### src/rtl/uart_pkg.sv
// Shared constants and FSM state types for the bus UART.
package uart_pkg;
    localparam logic [1:0] OFF_DATA = 2'd0;
    localparam logic [1:0] OFF_STAT = 2'd1;
    localparam logic [1:0] OFF_DIVL = 2'd2;
    localparam logic [1:0] OFF_DIVH = 2'd3;

    localparam int unsigned ST_TX_BUSY   = 0;
    localparam int unsigned ST_RX_NEMPTY = 1;
    localparam int unsigned ST_RX_FULL   = 2;
    localparam int unsigned ST_RX_OVR    = 3;
    localparam int unsigned ST_FRAME_ERR = 4;
    localparam int unsigned ST_TX_DROP   = 5;

    typedef enum logic [1:0] {TX_IDLE, TX_START, TX_DATA, TX_STOP} tx_state_t;
    typedef enum logic [1:0] {RX_IDLE, RX_START, RX_DATA, RX_STOP} rx_state_t;
endpackage

### src/rtl/uart_rx_fifo.sv
// Small power-of-two byte FIFO holding received characters until the CPU polls them.
module uart_rx_fifo #(
    parameter int unsigned DEPTH = 4
) (
    input  logic                     clk,
    input  logic                     rst,
    input  logic                     push,
    input  logic                     pop,
    input  logic [7:0]               din,
    output logic [7:0]               dout,
    output logic [$clog2(DEPTH):0]   count,
    output logic                     full,
    output logic                     empty
);
    localparam int unsigned AW = $clog2(DEPTH);
    localparam int unsigned CW = AW + 1;

    logic [7:0]    mem [DEPTH];
    logic [AW-1:0] wr_ptr;
    logic [AW-1:0] rd_ptr;
    logic          do_push;
    logic          do_pop;

    assign full    = (count == CW'(DEPTH));
    assign empty   = (count == '0);
    assign do_push = push & ~full;
    assign do_pop  = pop & ~empty;
    assign dout    = mem[rd_ptr];

    always_ff @(posedge clk) begin
        if (do_push) mem[wr_ptr] <= din;
    end

    // Pointers wrap naturally because DEPTH is a power of two.
    always_ff @(posedge clk or posedge rst) begin
        if (rst) begin
            wr_ptr <= '0;
            rd_ptr <= '0;
            count  <= '0;
        end else begin
            if (do_push) wr_ptr <= wr_ptr + AW'(1);
            if (do_pop)  rd_ptr <= rd_ptr + AW'(1);
            case ({do_push, do_pop})
                2'b10:   count <= count + CW'(1);
                2'b01:   count <= count - CW'(1);
                default: count <= count;
            endcase
        end
    end
endmodule

### src/rtl/bus_uart.sv
// 8N1 UART slave on the CPU valid/ready bus: DATA/STATUS/DIV registers, TX shifter, RX sampler + FIFO.
module bus_uart #(
    parameter logic [15:0] BASE      = 16'h2005,
    parameter logic [15:0] DIV_RESET = 16'd433,
    parameter int unsigned RX_DEPTH  = 4
) (
    input  logic        clk,
    input  logic        rst,
    input  logic        valid,
    input  logic        write,
    input  logic [15:0] addr,
    input  logic [7:0]  wdata,
    output logic [7:0]  rdata,
    output logic        ready,
    output logic        txd,
    input  logic        rxd,
    output logic        irq
);
    import uart_pkg::*;

    tx_state_t tx_state, tx_next;
    rx_state_t rx_state, rx_next;

    logic [15:0] div;
    logic [15:0] tx_cnt, rx_cnt;
    logic [2:0]  tx_bit, rx_bit;
    logic [7:0]  tx_sh, tx_sh_nxt, rx_sh;
    logic        txd_nxt;
    logic        rx_meta, rx_sync, rx_prev;
    logic        tx_drop, frame_err, rx_ovr;
    logic        sel, acc, rd_acc, wr_acc;
    logic [1:0]  off;
    logic        tx_free, tx_start, tx_drop_set, tx_busy;
    logic        rx_stop, rx_push, rx_ovr_set, ferr_set, pop;
    logic [7:0]  fifo_dout, status;
    logic [$clog2(RX_DEPTH):0] fifo_count;
    logic        fifo_full, fifo_empty;

    assign sel    = ({1'b0, addr} >= {1'b0, BASE}) && ({1'b0, addr} <= ({1'b0, BASE} + 17'd3));
    assign off    = 2'(addr - BASE);
    assign acc    = valid & sel & ~ready;
    assign rd_acc = acc & ~write;
    assign wr_acc = acc & write;

    // A new frame may start from IDLE or in the last cycle of STOP (zero idle bits).
    assign tx_free     = (tx_state == TX_IDLE) || ((tx_state == TX_STOP) && (tx_cnt == '0));
    assign tx_start    = wr_acc && (off == OFF_DATA) && tx_free;
    assign tx_drop_set = wr_acc && (off == OFF_DATA) && !tx_free;
    assign tx_busy     = (tx_state != TX_IDLE);
    assign pop         = rd_acc && (off == OFF_DATA) && !fifo_empty;

    assign status = {2'b00, tx_drop, frame_err, rx_ovr, fifo_full, ~fifo_empty, tx_busy};

    // Bus handshake, register file and sticky flags.
    always_ff @(posedge clk or posedge rst) begin
        if (rst) begin
            ready     <= 1'b0;
            rdata     <= 8'h00;
            div       <= DIV_RESET;
            tx_drop   <= 1'b0;
            frame_err <= 1'b0;
            rx_ovr    <= 1'b0;
            irq       <= 1'b0;
        end else begin
            irq <= (fifo_count != '0);
            if (!valid)   ready <= 1'b0;
            else if (acc) ready <= 1'b1;
            if (rd_acc) begin
                case (off)
                    OFF_DATA: rdata <= fifo_empty ? 8'h00 : fifo_dout;
                    OFF_STAT: rdata <= status;
                    OFF_DIVL: rdata <= div[7:0];
                    default:  rdata <= div[15:8];
                endcase
            end
            if (wr_acc && (off == OFF_DIVL)) div[7:0]  <= wdata;
            if (wr_acc && (off == OFF_DIVH)) div[15:8] <= wdata;
            tx_drop   <= (tx_drop   & ~(wr_acc && (off == OFF_STAT) && wdata[ST_TX_DROP]))   | tx_drop_set;
            frame_err <= (frame_err & ~(wr_acc && (off == OFF_STAT) && wdata[ST_FRAME_ERR])) | ferr_set;
            rx_ovr    <= (rx_ovr    & ~(wr_acc && (off == OFF_STAT) && wdata[ST_RX_OVR]))    | rx_ovr_set;
        end
    end

    // TX state register
    always_ff @(posedge clk or posedge rst) begin
        if (rst) tx_state <= TX_IDLE;
        else     tx_state <= tx_next;
    end

    always_comb begin
        tx_next = tx_state;
        case (tx_state)
            TX_IDLE:  if (tx_start) tx_next = TX_START;
            TX_START: if (tx_cnt == '0) tx_next = TX_DATA;
            TX_DATA:  if ((tx_cnt == '0) && (tx_bit == 3'd7)) tx_next = TX_STOP;
            default:  if (tx_cnt == '0) tx_next = tx_start ? TX_START : TX_IDLE;
        endcase
    end

    // txd is computed from the next state so the pin lines up with the state register.
    always_comb begin
        tx_sh_nxt = tx_sh;
        if (tx_start)                                       tx_sh_nxt = wdata;
        else if ((tx_state == TX_DATA) && (tx_cnt == '0))   tx_sh_nxt = {1'b0, tx_sh[7:1]};
        case (tx_next)
            TX_START: txd_nxt = 1'b0;
            TX_DATA:  txd_nxt = tx_sh_nxt[0];
            default:  txd_nxt = 1'b1;
        endcase
    end

    always_ff @(posedge clk or posedge rst) begin
        if (rst) begin
            txd    <= 1'b1;
            tx_sh  <= 8'h00;
            tx_cnt <= DIV_RESET;
            tx_bit <= 3'd0;
        end else begin
            txd   <= txd_nxt;
            tx_sh <= tx_sh_nxt;
            if ((tx_state == TX_IDLE) || (tx_cnt == '0)) tx_cnt <= div;
            else                                         tx_cnt <= tx_cnt - 16'd1;
            if (tx_state != TX_DATA)  tx_bit <= 3'd0;
            else if (tx_cnt == '0)    tx_bit <= tx_bit + 3'd1;
        end
    end

    // RX synchroniser, state register and datapath
    always_ff @(posedge clk or posedge rst) begin
        if (rst) begin
            rx_meta  <= 1'b1;
            rx_sync  <= 1'b1;
            rx_prev  <= 1'b1;
            rx_state <= RX_IDLE;
            rx_cnt   <= 16'd0;
            rx_bit   <= 3'd0;
            rx_sh    <= 8'h00;
        end else begin
            rx_meta  <= rxd;
            rx_sync  <= rx_meta;
            rx_prev  <= rx_sync;
            rx_state <= rx_next;
            if (rx_state == RX_IDLE) rx_cnt <= {1'b0, div[15:1]};
            else if (rx_cnt == '0)   rx_cnt <= div;
            else                     rx_cnt <= rx_cnt - 16'd1;
            if (rx_state != RX_DATA) rx_bit <= 3'd0;
            else if (rx_cnt == '0)   rx_bit <= rx_bit + 3'd1;
            if ((rx_state == RX_DATA) && (rx_cnt == '0)) rx_sh <= {rx_sync, rx_sh[7:1]};
        end
    end

    always_comb begin
        rx_next = rx_state;
        case (rx_state)
            RX_IDLE:  if (rx_prev && !rx_sync) rx_next = RX_START;
            RX_START: if (rx_cnt == '0) rx_next = rx_sync ? RX_IDLE : RX_DATA;
            RX_DATA:  if ((rx_cnt == '0) && (rx_bit == 3'd7)) rx_next = RX_STOP;
            default:  if (rx_cnt == '0) rx_next = RX_IDLE;
        endcase
    end

    always_comb begin
        rx_stop    = (rx_state == RX_STOP) && (rx_cnt == '0);
        rx_push    = rx_stop &&  rx_sync && !fifo_full;
        rx_ovr_set = rx_stop &&  rx_sync &&  fifo_full;
        ferr_set   = rx_stop && !rx_sync;
    end

    uart_rx_fifo #(.DEPTH(RX_DEPTH)) u_rx_fifo (
        .clk   (clk),
        .rst   (rst),
        .push  (rx_push),
        .pop   (pop),
        .din   (rx_sh),
        .dout  (fifo_dout),
        .count (fifo_count),
        .full  (fifo_full),
        .empty (fifo_empty)
    );
endmodule

### config.mk
export PLATFORM = sky130hd
export DESIGN_NAME = bus_uart
export DESIGN_NICKNAME = d
export VERILOG_FILES = /design/src/rtl/uart_pkg.sv /design/src/rtl/uart_rx_fifo.sv /design/src/rtl/bus_uart.sv
export SDC_FILE = /design/constraint.sdc
export NUM_CORES = 1
export LEC_CHECK = 0
export ABC_AREA = 1
export BUFFER_PORTS_ARGS = -buffer_cell sky130_fd_sc_hd__buf_4
export CORE_MARGIN = 3
export CORE_UTILIZATION = 55
export CTS_BUF_LIST = sky130_fd_sc_hd__clkbuf_4 sky130_fd_sc_hd__clkbuf_8
export DETAILED_ROUTE_END_ITERATION = 10
export PLACE_DENSITY = 0.81
export SYNTH_ARGS = -nofsm -noshare
export SYNTH_HDL_FRONTEND = slang
export SYNTH_HIERARCHICAL = 1
export SYNTH_SLANG_ARGS = --single-unit
### constraint.sdc
create_clock -name clk -period 2.4 [get_ports clk]
set_clock_uncertainty 0.2 [all_clocks]
set_input_delay 0.12 -clock clk [delete_from_list [all_inputs] [get_ports clk]]
set_output_delay 0.12 -clock clk [all_outputs]
set_load 0.01 [all_outputs]
==> out/summary.txt <==
ys flop type - dfrtp_1
Final Wtd Congestion - 0.9273
NumNets Final - 870
setup repair after global routing missed its margin - yes
Worst-path clk slew - 0.07 ns
number of global-route vias before repair - 5435
endpoints failing hold - 0
mux contribution to synthesized area - 0.8786%
initial core utilization - 57.60%
Worst slew margin - 60.52%
Layout fillers - 830
status - finished with violations
min Tclk post-route - 2.426 ns
Post-synth EDFFs - 32
Synth Area in Adders - 2.655%
Num CTS Buffers - 17
wire per inst - 15.97 um
clock latency on the worst-skew pair - 0.45 ns
Register Area - 3431 um2
CTS Root Cell - clkbuf_8
# IOs - 40
DRT iter0 DRCs - 462
share of cells above drive strength 1 - 19.14%
Synthesized Nets - 776
# clock sinks - 130
Worst-Margin Slew - 0.5916 ns
die area - 12980 um2
Post-Synthesis Cells - 734
largest area contributor in the netlist - dfrtp_1
Mapped Area - 6409 um2
max frequency - 412.2 MHz
largest net degree at the start of global routing - 92
initial antenna violation count - 0
Compound-Gate Fraction of Synth Area - 12.46%
Congestion Overflow GR - 0
static leakage - 0.003695 uW
worst endpoint data arrival time - 2.60 ns
Final ANT Viol Nets - 0
final max-slew violation count - 0
H-Tree Level Count - 4
dpl ws - -0.1355 ns
row count - 38
distinct cell type count after synthesis - 47
Die Width - 113.9 um
fin area - 7734 um2
first-pass detailed-route iteration total - 7
final hold slack - 0.07217 ns
vias - 5442
Synth Area per Inst - 8.731 um2
Worst setup EP type - flip-flop
Area contributors post-synth - dfrtp_1 (33%), edfxtp_1 (15%), nand2_1 (9.8%)
area of the multi-input gates - 2547 um2
DP Area - 7069 um2
main combinational cell family by area after synthesis - simple AND/OR/NAND/NOR gates
MaxCap Viol Count - 0
Pwr Density - 842.9 nW/um2
final antenna diode count - 0
post-synthesis async set-or-reset flop share - 75.38%
global-route wire length before repair - 26120 um
Chip Height - 113.9 um
CTS tree - done
DRC Markers - 0
Via density - 5.547
Final Worst Setup Slack - -0.02617 ns
# setup viols final - 1
DP HPWL - 10940 um
CTS max path bufs - 2
final WL - 15660 um
#FFs+latches synth - 130
sequential-to-total area share from yosys stat - 53.53%
period utilization - 101.1%
Core Area - 11130 um2
Worst Path Required - 2.58 ns
XOR/XNOR Fraction of Synth Area - 2.050%
Syn. warnings - 6
Critical Path Start Type - flip-flop
Yosys top cell area share - 32.80%
most instantiated library cell after synthesis - nand2_1
min-delay worst type - input port to flip-flop
violated checks - negative setup slack
Final Power - 6518 uW
area grow syn2layout - 20.68%
port buffer count - 39
kind of critical path - flip-flop to flip-flop
Worst Path Max Fanout - 3
gr usage total - 25.80%
Worst VDD drop - 703.9 uV
commonest cells in the synthesized netlist - nand2_1 (167), inv_1 (111), dfrtp_1 (84)
simple-gate share of the synthesized area - 20.09%
## state kept, by name, indices dropped and copies added (netlist names), 2 cells and up
name	flops
div	16
rdata	8
rx_bit	3
rx_cnt	16
rx_sh	8
rx_state	2
tx_bit	3
tx_cnt	16
tx_sh	8
tx_state	2
u_rx_fifo/count	3
u_rx_fifo/mem	32
u_rx_fifo/rd_ptr	2
u_rx_fifo/wr_ptr	2
## through the flow
stage          utilization (%)      TNS, ns  std cells
2_1_floorplan                -      -0.1363        734
3_3_place_gp             63.54  -0.00002043        930
3_5_place_dp             63.54      -0.1893        930
4_1_cts                  68.83     -0.02170        979
5_1_grt                  69.51      -0.9442        981
6_report                 69.51     -0.02617        981
## power by group
group / internal, uW / switching (uW) / total [uW]
clock: 986 / 812 / 1800
combinational: 771 / 1050 / 1820
sequential: 2640 / 265 / 2900
total: 4390 / 2130 / 6520
## layer usage
metal / vias to the layer above / track usage [%] / wire [um]
met1: 2566 / 30.80 / 6164
met2: 205 / 44.15 / 7872
met4: 0 / 12.11 / 629
li1: 2609 / - / -
met3: 62 / 5.995 / 998
met5: - / 0 / 0
## critical path, stage by stage, from the launching register on
cell and delay (ns):
dfrtp_1 0.40, nor2_2 0.15, nand3_2 0.10, nor3_4 0.20, nand2b_4 0.10, nor2_4 0.11
nand3_2 0.11, nor2_4 0.13, nand2_4 0.07, ha_4 0.17, inv_4 0.06, fa_1 0.43
o21ai_2 0.13
## final cells by class
cell class	instances	area share, %
Timing Repair Buffer	89	9.659
Clock buffer	22	3.592
Inverter	117	5.760
Clock inverter	10	1.424
Multi-Input combinational cell	473	32.94
Tap cell	140	2.265
Sequential cell	130	44.36
## kinds of logic (layout without fill, tap and decap cells)
kind of cell / after synthesis / after routing
simple gates: 304 / 304
compound gates: 136 / 136
buf+inv: 131 / 238
flops: 130 / 130
xor+xnor: 15 / 15
fa+ha+maj: 13 / 13
mux: 5 / 5
## final timing paths
path	start	endpoint	slack (ns)	cells past startpoint
max in group asynchronous	rst	u_rx_fifo/rd_ptr[1]	1.22	4
worst min-delay path	addr[1]	frame_err	0.07	5
worst max register to register	rx_cnt[13]	u_rx_fifo/count[1]	-0.03	12
worst max-delay path	rx_cnt[13]	u_rx_fifo/count[1]	-0.03	12
worst min register to register	rx_meta	rx_sync	0.16	0
min in group asynchronous	rst	rdata[6]	0.16	4
## repair_timing
item / in CTS / in global routing
endpoints found under the hold margin: 129 / 0
pin swaps: 3 / 5
setup endpoints to repair: 15 / 51
hold buffers: 17 / 0
setup buffers: 0 / 2
gates resized for setup: 6 / 21
## layout by cell type (no fill, tap or decap), drive strengths merged, types with 2 or more instances in the layout
| cell | count |
|---|---|
| nand2 | 168 |
| inv | 115 |
| dfrtp | 84 |
| o21ai | 75 |
| nor2 | 73 |
| buf | 72 |
| nand3 | 38 |
| edfxtp | 32 |
| o211ai | 22 |
| clkbuf | 22 |
| dlygate4sd3 | 17 |
| dfstp | 14 |
| a21oi | 12 |
| ha | 12 |
| o22ai | 11 |
| xor2 | 10 |
| nor3 | 9 |
| a221oi | 6 |
| nand4 | 6 |
| clkinv | 6 |
| mux2 | 5 |
| xnor2 | 5 |
| a31oi | 4 |
| clkinvlp | 4 |
| nand3b | 2 |
| a22o | 2 |
| nor4 | 2 |
| bufinv | 2 |
| or2 | 2 |
(Power assumes the default switching activity.)
